`config.mk`:
```
export PLATFORM = sky130hd
export DESIGN_NAME = mem_access_unit_flat
export DESIGN_NICKNAME = d
export VERILOG_FILES = /design/src/rtl/mem_access_if.sv /design/src/rtl/mem_access_unit.sv /design/src/flat_wrapper.sv
export SDC_FILE = /design/constraint.sdc
export NUM_CORES = 1
export LEC_CHECK = 0
export ABC_AREA = 1
export BUFFER_PORTS_ARGS = -buffer_cell sky130_fd_sc_hd__buf_2
export CELL_PAD_IN_SITES_DETAIL_PLACEMENT = 0
export CELL_PAD_IN_SITES_GLOBAL_PLACEMENT = 1
export CORE_MARGIN = 3
export CORE_UTILIZATION = 35
export DETAILED_ROUTE_END_ITERATION = 10
export GPL_TIMING_DRIVEN = 0
export PLACE_DENSITY = 0.9
export SYNTH_ARGS = -nofsm -noshare
export SYNTH_HDL_FRONTEND = slang
export SYNTH_SLANG_ARGS = --single-unit
```
`constraint.sdc`:
```
create_clock -name clk -period 1.6 [get_ports clk]
set_input_delay 0.08 -clock clk [delete_from_list [all_inputs] [get_ports clk]]
set_output_delay 0.08 -clock clk [all_outputs]
set_load 0.005 [all_outputs]
```
`src/rtl/mem_access_if.sv`:
```
// Pipeline-request, response and memory-bus signals of mem_access_unit.
// Define MEM_ACCESS_TIMEOUT_EN to add the rsp_timeout response flag.
interface mem_access_if #(
    parameter int DATA_W = 32,
    parameter int ADDR_W = 32
);
    // Handshake: a request transfers on a rising edge where req_valid && req_ready;
    // req_valid must hold its payload until then. rsp_valid is a one-cycle pulse
    // with no back-pressure, and bus_ack completes the active bus_req in that cycle.
    logic              req_valid;
    logic              req_ready;
    logic              req_we;
    logic [ADDR_W-1:0] req_addr;
    logic [1:0]        req_size;
    logic              req_sign;
    logic [DATA_W-1:0] req_wdata;

    logic              rsp_valid;
    logic [DATA_W-1:0] rsp_rdata;
    logic              rsp_exc;
    logic              rsp_exc_store;
`ifdef MEM_ACCESS_TIMEOUT_EN
    logic              rsp_timeout;
`endif

    logic              bus_req;
    logic              bus_we;
    logic [ADDR_W-1:0] bus_addr;
    logic [DATA_W/8-1:0] bus_be;
    logic [DATA_W-1:0] bus_wdata;
    logic              bus_ack;
    logic [DATA_W-1:0] bus_rdata;

    modport slave (
        input  req_valid, req_we, req_addr, req_size, req_sign, req_wdata,
        input  bus_ack, bus_rdata,
        output req_ready, rsp_valid, rsp_rdata, rsp_exc, rsp_exc_store,
`ifdef MEM_ACCESS_TIMEOUT_EN
        output rsp_timeout,
`endif
        output bus_req, bus_we, bus_addr, bus_be, bus_wdata
    );

    modport master (
        output req_valid, req_we, req_addr, req_size, req_sign, req_wdata,
        output bus_ack, bus_rdata,
        input  req_ready, rsp_valid, rsp_rdata, rsp_exc, rsp_exc_store,
`ifdef MEM_ACCESS_TIMEOUT_EN
        input  rsp_timeout,
`endif
        input  bus_req, bus_we, bus_addr, bus_be, bus_wdata
    );
endinterface

```
`src/rtl/mem_access_unit.sv`:
```
// Handshaked M-stage load/store unit: lane alignment, byte enables, load extension.
// Define MEM_ACCESS_TIMEOUT_EN to abort bus waits after TIMEOUT_CYC cycles.
module mem_access_unit #(
    parameter int DATA_W      = 32,
    parameter int ADDR_W      = 32,
    parameter int TIMEOUT_CYC = 255
) (
    input  logic         clk,
    input  logic         reset_n,
    mem_access_if.slave  mif,
    output logic [1:0]   dbg_state
);
    localparam int NB = DATA_W / 8;
    localparam int OB = $clog2(NB);

    typedef enum logic [1:0] {IDLE = 2'd0, BUS = 2'd1, RESP = 2'd2} state_t;

    state_t            state;
    logic              we_q;
    logic [OB-1:0]     off_q;
    logic [1:0]        size_q;
    logic              sign_q;

    logic              ready_q, bus_req_q, bus_we_q, rsp_valid_q, rsp_exc_q, rsp_exc_store_q;
    logic [ADDR_W-1:0] bus_addr_q;
    logic [NB-1:0]     bus_be_q;
    logic [DATA_W-1:0] bus_wdata_q, rsp_rdata_q;
`ifdef MEM_ACCESS_TIMEOUT_EN
    logic [15:0]       wait_cnt;
    logic              rsp_timeout_q;
`endif

    logic [OB-1:0]     req_off;
    logic              req_misaligned;
    logic [NB-1:0]     req_be;
    logic [DATA_W-1:0] req_wdata_sh;
    logic [DATA_W-1:0] rd_shifted;
    logic [DATA_W-1:0] load_data;
    logic              fill;
    int                nbytes, nb_q;

    always_comb begin
        req_off        = mif.req_addr[OB-1:0];
        nbytes         = 1 << mif.req_size;
        req_misaligned = (nbytes > NB) || ((int'(req_off) & (nbytes - 1)) != 0);
        for (int i = 0; i < NB; i++)
            req_be[i] = (i >= int'(req_off)) && (i < int'(req_off) + nbytes);
        req_wdata_sh   = mif.req_wdata << {req_off, 3'b000};
    end

    // Load extraction: move the addressed bytes to lane 0, then fill the rest.
    always_comb begin
        rd_shifted = mif.bus_rdata >> {off_q, 3'b000};
        nb_q       = 1 << size_q;
        if (nb_q > NB) nb_q = NB;
        fill = 1'b0;
        for (int i = 0; i < NB; i++)
            if (i == nb_q - 1) fill = sign_q & rd_shifted[8*i+7];
        load_data = '0;
        for (int i = 0; i < NB; i++)
            load_data[8*i +: 8] = (i < nb_q) ? rd_shifted[8*i +: 8] : {8{fill}};
    end

    always_ff @(posedge clk or negedge reset_n) begin
        if (!reset_n) begin
            state           <= IDLE;
            we_q            <= 1'b0;
            off_q           <= '0;
            size_q          <= 2'd0;
            sign_q          <= 1'b0;
            ready_q         <= 1'b1;
            bus_req_q       <= 1'b0;
            bus_we_q        <= 1'b0;
            bus_addr_q      <= '0;
            bus_be_q        <= '0;
            bus_wdata_q     <= '0;
            rsp_valid_q     <= 1'b0;
            rsp_rdata_q     <= '0;
            rsp_exc_q       <= 1'b0;
            rsp_exc_store_q <= 1'b0;
`ifdef MEM_ACCESS_TIMEOUT_EN
            wait_cnt        <= 16'd0;
            rsp_timeout_q   <= 1'b0;
`endif
        end else begin
            case (state)
                IDLE: if (mif.req_valid) begin
                    we_q    <= mif.req_we;
                    off_q   <= req_off;
                    size_q  <= mif.req_size;
                    sign_q  <= mif.req_sign;
                    ready_q <= 1'b0;
                    if (req_misaligned) begin
                        state           <= RESP;
                        rsp_valid_q     <= 1'b1;
                        rsp_exc_q       <= 1'b1;
                        rsp_exc_store_q <= mif.req_we;
                    end else begin
                        state       <= BUS;
                        bus_req_q   <= 1'b1;
                        bus_we_q    <= mif.req_we;
                        bus_addr_q  <= {mif.req_addr[ADDR_W-1:OB], {OB{1'b0}}};
                        bus_be_q    <= req_be;
                        bus_wdata_q <= req_wdata_sh;
`ifdef MEM_ACCESS_TIMEOUT_EN
                        wait_cnt    <= 16'd0;
`endif
                    end
                end
                BUS: begin
                    if (mif.bus_ack) begin
                        state       <= RESP;
                        bus_req_q   <= 1'b0;
                        bus_we_q    <= 1'b0;
                        bus_be_q    <= '0;
                        bus_wdata_q <= '0;
                        bus_addr_q  <= '0;
                        rsp_valid_q <= 1'b1;
                        rsp_rdata_q <= we_q ? '0 : load_data;
                    end
`ifdef MEM_ACCESS_TIMEOUT_EN
                    else if (wait_cnt == 16'(TIMEOUT_CYC - 1)) begin
                        state           <= RESP;
                        bus_req_q       <= 1'b0;
                        bus_we_q        <= 1'b0;
                        bus_be_q        <= '0;
                        bus_wdata_q     <= '0;
                        bus_addr_q      <= '0;
                        rsp_valid_q     <= 1'b1;
                        rsp_exc_q       <= 1'b1;
                        rsp_exc_store_q <= we_q;
                        rsp_timeout_q   <= 1'b1;
                    end else begin
                        wait_cnt <= wait_cnt + 16'd1;
                    end
`endif
                end
                RESP: begin
                    state           <= IDLE;
                    ready_q         <= 1'b1;
                    rsp_valid_q     <= 1'b0;
                    rsp_rdata_q     <= '0;
                    rsp_exc_q       <= 1'b0;
                    rsp_exc_store_q <= 1'b0;
`ifdef MEM_ACCESS_TIMEOUT_EN
                    rsp_timeout_q   <= 1'b0;
`endif
                end
                default: state <= IDLE;
            endcase
        end
    end

    assign mif.req_ready     = ready_q;
    assign mif.rsp_valid     = rsp_valid_q;
    assign mif.rsp_rdata     = rsp_rdata_q;
    assign mif.rsp_exc       = rsp_exc_q;
    assign mif.rsp_exc_store = rsp_exc_store_q;
`ifdef MEM_ACCESS_TIMEOUT_EN
    assign mif.rsp_timeout   = rsp_timeout_q;
`endif
    assign mif.bus_req       = bus_req_q;
    assign mif.bus_we        = bus_we_q;
    assign mif.bus_addr      = bus_addr_q;
    assign mif.bus_be        = bus_be_q;
    assign mif.bus_wdata     = bus_wdata_q;
    assign dbg_state         = state;
endmodule

```
`src/flat_wrapper.sv`:
```
// flat-port wrapper written by rule: the top's interface ports become plain ports
module mem_access_unit_flat 
#(
    parameter int DATA_W      = 32,
    parameter int ADDR_W      = 32,
    parameter int TIMEOUT_CYC = 255
)
  (clk, reset_n, dbg_state, mif_req_valid, mif_req_we, mif_req_addr, mif_req_size, mif_req_sign, mif_req_wdata, mif_bus_ack, mif_bus_rdata, mif_req_ready, mif_rsp_valid, mif_rsp_rdata, mif_rsp_exc, mif_rsp_exc_store, mif_bus_req, mif_bus_we, mif_bus_addr, mif_bus_be, mif_bus_wdata);
  mem_access_if #(.DATA_W(DATA_W), .ADDR_W(ADDR_W)) mif_i ();
  input  logic clk;
  input  logic reset_n;
  output logic [1:0] dbg_state;
  input wire logic [$bits(mif_i.req_valid)-1:0] mif_req_valid;
  input wire logic [$bits(mif_i.req_we)-1:0] mif_req_we;
  input wire logic [$bits(mif_i.req_addr)-1:0] mif_req_addr;
  input wire logic [$bits(mif_i.req_size)-1:0] mif_req_size;
  input wire logic [$bits(mif_i.req_sign)-1:0] mif_req_sign;
  input wire logic [$bits(mif_i.req_wdata)-1:0] mif_req_wdata;
  input wire logic [$bits(mif_i.bus_ack)-1:0] mif_bus_ack;
  input wire logic [$bits(mif_i.bus_rdata)-1:0] mif_bus_rdata;
  output wire logic [$bits(mif_i.req_ready)-1:0] mif_req_ready;
  output wire logic [$bits(mif_i.rsp_valid)-1:0] mif_rsp_valid;
  output wire logic [$bits(mif_i.rsp_rdata)-1:0] mif_rsp_rdata;
  output wire logic [$bits(mif_i.rsp_exc)-1:0] mif_rsp_exc;
  output wire logic [$bits(mif_i.rsp_exc_store)-1:0] mif_rsp_exc_store;
  output wire logic [$bits(mif_i.bus_req)-1:0] mif_bus_req;
  output wire logic [$bits(mif_i.bus_we)-1:0] mif_bus_we;
  output wire logic [$bits(mif_i.bus_addr)-1:0] mif_bus_addr;
  output wire logic [$bits(mif_i.bus_be)-1:0] mif_bus_be;
  output wire logic [$bits(mif_i.bus_wdata)-1:0] mif_bus_wdata;
  assign mif_i.req_valid = mif_req_valid;
  assign mif_i.req_we = mif_req_we;
  assign mif_i.req_addr = mif_req_addr;
  assign mif_i.req_size = mif_req_size;
  assign mif_i.req_sign = mif_req_sign;
  assign mif_i.req_wdata = mif_req_wdata;
  assign mif_i.bus_ack = mif_bus_ack;
  assign mif_i.bus_rdata = mif_bus_rdata;
  assign mif_req_ready = mif_i.req_ready;
  assign mif_rsp_valid = mif_i.rsp_valid;
  assign mif_rsp_rdata = mif_i.rsp_rdata;
  assign mif_rsp_exc = mif_i.rsp_exc;
  assign mif_rsp_exc_store = mif_i.rsp_exc_store;
  assign mif_bus_req = mif_i.bus_req;
  assign mif_bus_we = mif_i.bus_we;
  assign mif_bus_addr = mif_i.bus_addr;
  assign mif_bus_be = mif_i.bus_be;
  assign mif_bus_wdata = mif_i.bus_wdata;
  mem_access_unit #(.DATA_W(DATA_W), .ADDR_W(ADDR_W), .TIMEOUT_CYC(TIMEOUT_CYC)) u_core (.clk(clk), .reset_n(reset_n), .mif(mif_i), .dbg_state(dbg_state));
endmodule
```
Word-level counts from Yosys, hierarchy flattened
Index checks and enable logic that the tools add are counted.

word-level totals
  flip-flop bits (word level) = 114
  output and inout port bits = 108
  logic and storage cells = 111

operators by class
  eq/ne operators = 9
  bitwise gates (word level) = 5
  magnitude comparators = 13
  reduce and logical (&&, ||, !) cells = 18
  shift-type cells = 4
  muxes and demuxes = 44
  $add $sub $neg = 3

operators by type and width
  operator                 count
  $mux W32                 8
  $pmux W32 S2             3
  $lt A3 B32 Y1 const A    4
  $eq A3 B32 Y1 const A    2
  $gt A32 B4 Y1 const B    2
  $lt A1 B32 Y1 const A    2
  $lt A2 B32 Y1 const A    2
  $shl A1 B2 Y32 const A   2
  $sub A32 B2 Y32 const B  2
  $add A3 B32 Y32          1
  $and A3 B32 Y32          1
  $eq A2 B32 Y1 const A    1
  $logic_not A32 Y1        1
  $mux W8                  4
  $reduce_bool A32 Y1      1
  $shl A32 B5 Y32          1
  $shr A32 B5 Y32          1
  $mux W1                  15
  $mux W4                  3
  $pmux W1 S2              5
  $pmux W4 S2              1
  $reduce_and A2 Y1        4
  $reduce_and A4 Y1        2
  $mux W2                  3
  other kinds (15)         25

Depth between registers and ports, before layout
  depth after elaboration = 13
  gate-level depth with buffers = 11
  gate-level depth less buffers = 10

Worst setup path after synthesis
No wires, ideal clock.

  kind = register to register
  from = register u_core.state[1] (netlist: u_core.dbg_state[1])
  to = register u_core.bus_addr_q[21] (netlist: u_core.mif.bus_addr[21])
  cell stages (with the launch flop) = 8
  arrival = 1.317 ns
  path slack = 0.218 ns
  data required time = 1.535 ns
  path through = dfrtp_1 nor2_2 nand4_1 nor2_4 buf_6 buf_2 nand2_1 nand2_1

between the ends
  word-level cells in the longest chain between the ends = 3
  elaborated cells between the ends (all ways) = 8

RTL lines
  what                                                                 line                    RTL
  start, declared                                                      mem_access_unit.sv:18   state_t state;
  start signal, assigned                                               mem_access_unit.sv:66   state <= IDLE;
  start signal, assigned                                               mem_access_unit.sv:94   state <= RESP;
  start signal, assigned                                               mem_access_unit.sv:99   state <= BUS;
  $eq A2 B1 Y1 or $logic_not A2 Y1 (tied branches)                     mem_access_unit.sv:86   case (state)
  $ne A2 B2 Y1 (no source line) or $reduce_bool A2 Y1 (tied branches)  -
  $reduce_and A4 Y1 (no source line)                                   -
  end signal, assigned                                                 mem_access_unit.sv:102  bus_addr_q <= {mif.req_addr[ADDR_W-1:OB], {OB{1'b0}}};
  end, declared                                                        mem_access_unit.sv:25   logic [ADDR_W-1:0] bus_addr_q;

Parallel ways exist; a longest one is shown, timed or not.
A chain may end at the register's enable or synchronous reset.

Final worst setup path
  from = register u_core.off_q[0]
  to = register u_core.rsp_rdata_q[23] (netlist: u_core.mif.rsp_rdata[23])

between the ends
  word-level cells in the longest chain between the ends = 10
  elaborated cells between the ends (all ways) = 13

RTL lines
  what                    line                    RTL
  start, declared         mem_access_unit.sv:20   logic [OB-1:0] off_q;
  start signal, assigned  mem_access_unit.sv:89   off_q <= req_off;
  $shr A32 B5 Y32 *       mem_access_unit.sv:53   rd_shifted = mif.bus_rdata >> {off_q, 3'b000};
  $and A1 B1 Y1           mem_access_unit.sv:58   if (i == nb_q - 1) fill = sign_q & rd_shifted[8*i+7];
  $mux W1 (4 in a row)    mem_access_unit.sv:58
  $mux W8 *               mem_access_unit.sv:61   load_data[8*i +: 8] = (i < nb_q) ? rd_shifted[8*i +: 8] : {8{fill}};
  $mux W32 *              mem_access_unit.sv:119  rsp_rdata_q <= we_q ? '0 : load_data;
  $mux W32 *              mem_access_unit.sv:111  if (mif.bus_ack) begin
  $pmux W32 S2 *          mem_access_unit.sv:86
  end signal, assigned    mem_access_unit.sv:119
  end, declared           mem_access_unit.sv:27   logic [DATA_W-1:0] bus_wdata_q, rsp_rdata_q;

Every way passes the cells marked *; elsewhere a longest branch is shown, timed or not. The select of a mux whose other input is x is not followed.

==> flow_metrics.env <==
export IMPL_synth_xor_xnor_area_share=0
export IMPL_worst_endpoint_arrival_ns=1.81
export IMPL_grt_antenna_before_repair=0
export IMPL_synth_main_ff_cell="sky130_fd_sc_hd__dfrtp_1"
export IMPL_final_layout_size_suffix_gt1_frac=0.297
export IMPL_timing_critical_path_required_ns=1.90
export IMPL_fp_coreArea_sq_um=15300
export IMPL_mappedNetlistArea_sq_um=5500
export IMPL_post_route_drc_count=0
export IMPL_synthDistinctLibCells=28
export IMPL_area_growth_pct=39.3
export IMPL_postLayoutCoreUtil=0.500
export IMPL_finalCriticalPeriod_ns=1.51
export IMPL_min_path_type="in -> reg"
export IMPL_place_worst_setup_slack_ns=-0.449
export IMPL_worst_slack_ns=0.0859
export IMPL_total_leakage_power_nw=4.33
export IMPL_synth_seq_cells=112
export IMPL_numnets_final=1088
export IMPL_die_area_sq_um=17300
export IMPL_drt_iter0_drc=318
export IMPL_groute_usage_overall=0.199
export IMPL_synth_warnings=0
export IMPL_fin_crit_sh=0.946
export IMPL_num_vias=5631
export IMPL_hold_viol_final=0
export IMPL_die_x_um=131
export IMPL_final_antenna_net_count=0
export IMPL_synthAdderAreaFrac=0.0105
export IMPL_tightest_slew_ns=0.598
export IMPL_timing_fmax_mhz=660
export IMPL_run_status="completed"
export IMPL_tns_ns=0
export IMPL_share_of_synthesized_flip_flops_with_an_asynchronous_set_or_reset=1.00
export IMPL_largest_net_degree_at_the_start_of_global_routing=70
export IMPL_syn_area_per_cell_sq_um=7.68
export IMPL_number_of_filler_cells_placed_in_the_layout=1555
export IMPL_routed_wire_length_per_instance_um=14.8
export IMPL_clk_pin_slew_ns=0.08
export IMPL_cts_sink_count=112
export IMPL_dp_hpwl_um=13300
export IMPL_synth_simple_gate_area_share=0.282
export IMPL_slew_headroom=0.601
export IMPL_synth_compound_area_share=0.130
export IMPL_worstSkewPairLatency_ns=0.36
export IMPL_core_rowCount=45
export IMPL_cell_at_the_root_of_the_clock_tree="sky130_fd_sc_hd__clkbuf_16"
export IMPL_design_power_total_mw=12.8
export IMPL_timing_final_setup_violations=0
export IMPL_synth_top_family_by_area="simple AND/OR/NAND/NOR gates"
export IMPL_worst_ir_drop_vdd_mv=0.683
export IMPL_synth_top_cells_by_count="344 x sky130_fd_sc_hd__nand2_1, 111 x sky130_fd_sc_hd__dfrtp_1, 59 x sky130_fd_sc_hd__o21ai_0"
export IMPL_floorplan_initialDensity=0.359
export IMPL_io_pins=212
export IMPL_worstSetupStartpointType="flop"
export IMPL_synth_sequential_area_ratio=0.510
export IMPL_numCtsBuffers=9
export IMPL_max_cap_violations=0
export IMPL_die_height_um=131
export IMPL_worst_path_max_fanout=10
export IMPL_h_tree_depth=3
export IMPL_via_per_inst=4.70
export IMPL_drt_pre_antenna_iters=5
export IMPL_synth_cells=716
export IMPL_first_global_vias=5416
export IMPL_criticalPathCategory="reg -> reg"
export IMPL_wl_um=17800
export IMPL_power_density_over_the_cells_nw_per_um2=1670
export IMPL_synth_top_cell_area_share=0.505
export IMPL_cp_end_kind="flop"
export IMPL_netlist_top_cell_by_area="sky130_fd_sc_hd__dfrtp_1"
export IMPL_tritoncts_clock_tree="yes"
export IMPL_count_of_flip_flops_with_a_built_in_enable_after_synthesis=0
export IMPL_grt_overflow=0
export IMPL_clk_path_buf_depth=2
export IMPL_timing_max_transition_violations_final=0
export IMPL_numPortBuffers=209
export IMPL_synthTopCellsByArea="sky130_fd_sc_hd__dfrtp_1 50%, sky130_fd_sc_hd__nand2_1 23%, sky130_fd_sc_hd__o21ai_0 5.4%"
export IMPL_synth_mux_area_frac=0
export IMPL_place_gp_congestion=0.901
export IMPL_synth_most_common_cell="sky130_fd_sc_hd__nand2_1"
export IMPL_clock_tree_skew_after_final_layout_ns=0.00887
export IMPL_grt_first_pass_wirelength_um=27700
## repair_timing
action,in CTS,in global routing
setup endpoints to repair,34,98
hold endpoints to repair,78,0
hold buffers,37,0
pin swaps,1,3
gates resized for setup,5,42
setup buffers,1,4
## power by group
part / internal (mW) / switching (mW)
Combinational: 2.35 / 3.45
Sequential: 4.04 / 0.675
Clock: 1.13 / 1.19
## placed cells by master, fill, tap and decap left out, drive strengths merged
cell type	Yosys	final
inv	38	43
a21oi	31	31
o21ai	77	77
o31ai	1	1
diode	0	1
dfrtp	111	111
nand3	18	18
dlygate4sd3	0	37
conb	1	2
a31oi	7	7
nand4	5	5
clkinv	0	2
nand2	348	348
buf	25	237
dfstp	1	1
nor2	21	21
clkbuf	13	25
ha	3	3
a22oi	7	7
a21boi	8	8
fa	1	1
## cell families after synthesis
logic type               after synthesis
flip-flops                           112
adder cells (fa/ha/maj)                4
AND/OR/NAND/NOR                      392
other                                  1
AO/OA/AOI/OAI                        131
buffers and inverters                 76
## layer usage
layer  track usage  vias to the layer above  part of all wire
met2         0.323                      182              0.47
met1         0.261                     2607              0.44
met5             0                        -                 0
met4        0.0688                        0             0.027
li1              -                     2809                 -
met3        0.0490                       33             0.062
## flip-flops by register name, summed over array words and instances (netlist names)
| name | count |
|---|---|
| u_core.mif.bus_wdata | 32 |
| u_core.mif.rsp_rdata | 32 |
| u_core.mif.bus_addr | 30 |
| u_core.mif.bus_be | 4 |
| u_core.dbg_state | 2 |
| u_core.off_q | 2 |
| u_core.size_q | 2 |
| u_core.mif.bus_req | 1 |
| u_core.mif.bus_we | 1 |
| u_core.mif.req_ready | 1 |
| u_core.mif.rsp_exc | 1 |
| u_core.mif.rsp_exc_store | 1 |
| u_core.mif.rsp_valid | 1 |
| u_core.sign_q | 1 |
| u_core.we_q | 1 |
## final timing paths
path | startpoint | to | slack (ns) | cells past startpoint
max | u_core.off_q[0]$_DFFE_PN0P_ | u_core.mif.rsp_rdata[23]$_DFFE_PN0P_ | 0.09 | 9
min | mif_req_wdata[3] | u_core.mif.bus_wdata[3]$_DFFE_PN0P_ | 0.02 | 3
max reg2reg | u_core.off_q[0]$_DFFE_PN0P_ | u_core.mif.rsp_rdata[23]$_DFFE_PN0P_ | 0.09 | 9
min reg2reg | u_core.mif.req_ready$_DFFE_PN1P_ | u_core.mif.req_ready$_DFFE_PN1P_ | 0.47 | 2
max in group asynchronous | reset_n | u_core.mif.bus_addr[30]$_DFFE_PN0P_ | 0.60 | 3
min in group asynchronous | reset_n | u_core.mif.rsp_rdata[13]$_DFFE_PN0P_ | 0.27 | 2
## critical path, cell delays in order, from the launching register on
cell	delay (ns)
sky130_fd_sc_hd__dfrtp_1	0.36
sky130_fd_sc_hd__buf_2	0.16
sky130_fd_sc_hd__inv_2	0.11
sky130_fd_sc_hd__nand2_1	0.07
sky130_fd_sc_hd__nand3_1	0.14
sky130_fd_sc_hd__nand3_2	0.15
sky130_fd_sc_hd__a21oi_4	0.21
sky130_fd_sc_hd__buf_6	0.15
sky130_fd_sc_hd__nand2_1	0.07
sky130_fd_sc_hd__nand2_1	0.05
## layout make-up
cell class                 count  area [sq um]  share of cell area
clock inverter                 7          81.3              0.0106
antenna                        1          2.50            0.000326
timing repair buffer         252          1490               0.194
clock buffer                   9           225              0.0294
multi-input combinational    529          2390               0.312
tap                          211           264              0.0344
buffer                        38           267              0.0348
inverter                      38           143              0.0186
sequential                   112          2810               0.366
## metrics by stage
step,hold WS (ns),std cells,instance area [sq um]
floorplan,-0.216,717,5510
global placement,0.281,1137,6820
detailed placement,0.118,1138,6850
CTS,0.00910,1192,7540
global route,0.0292,1196,7660
finish,0.0201,1197,7660
No activity file was read; power rests on OpenSTA's default activity.
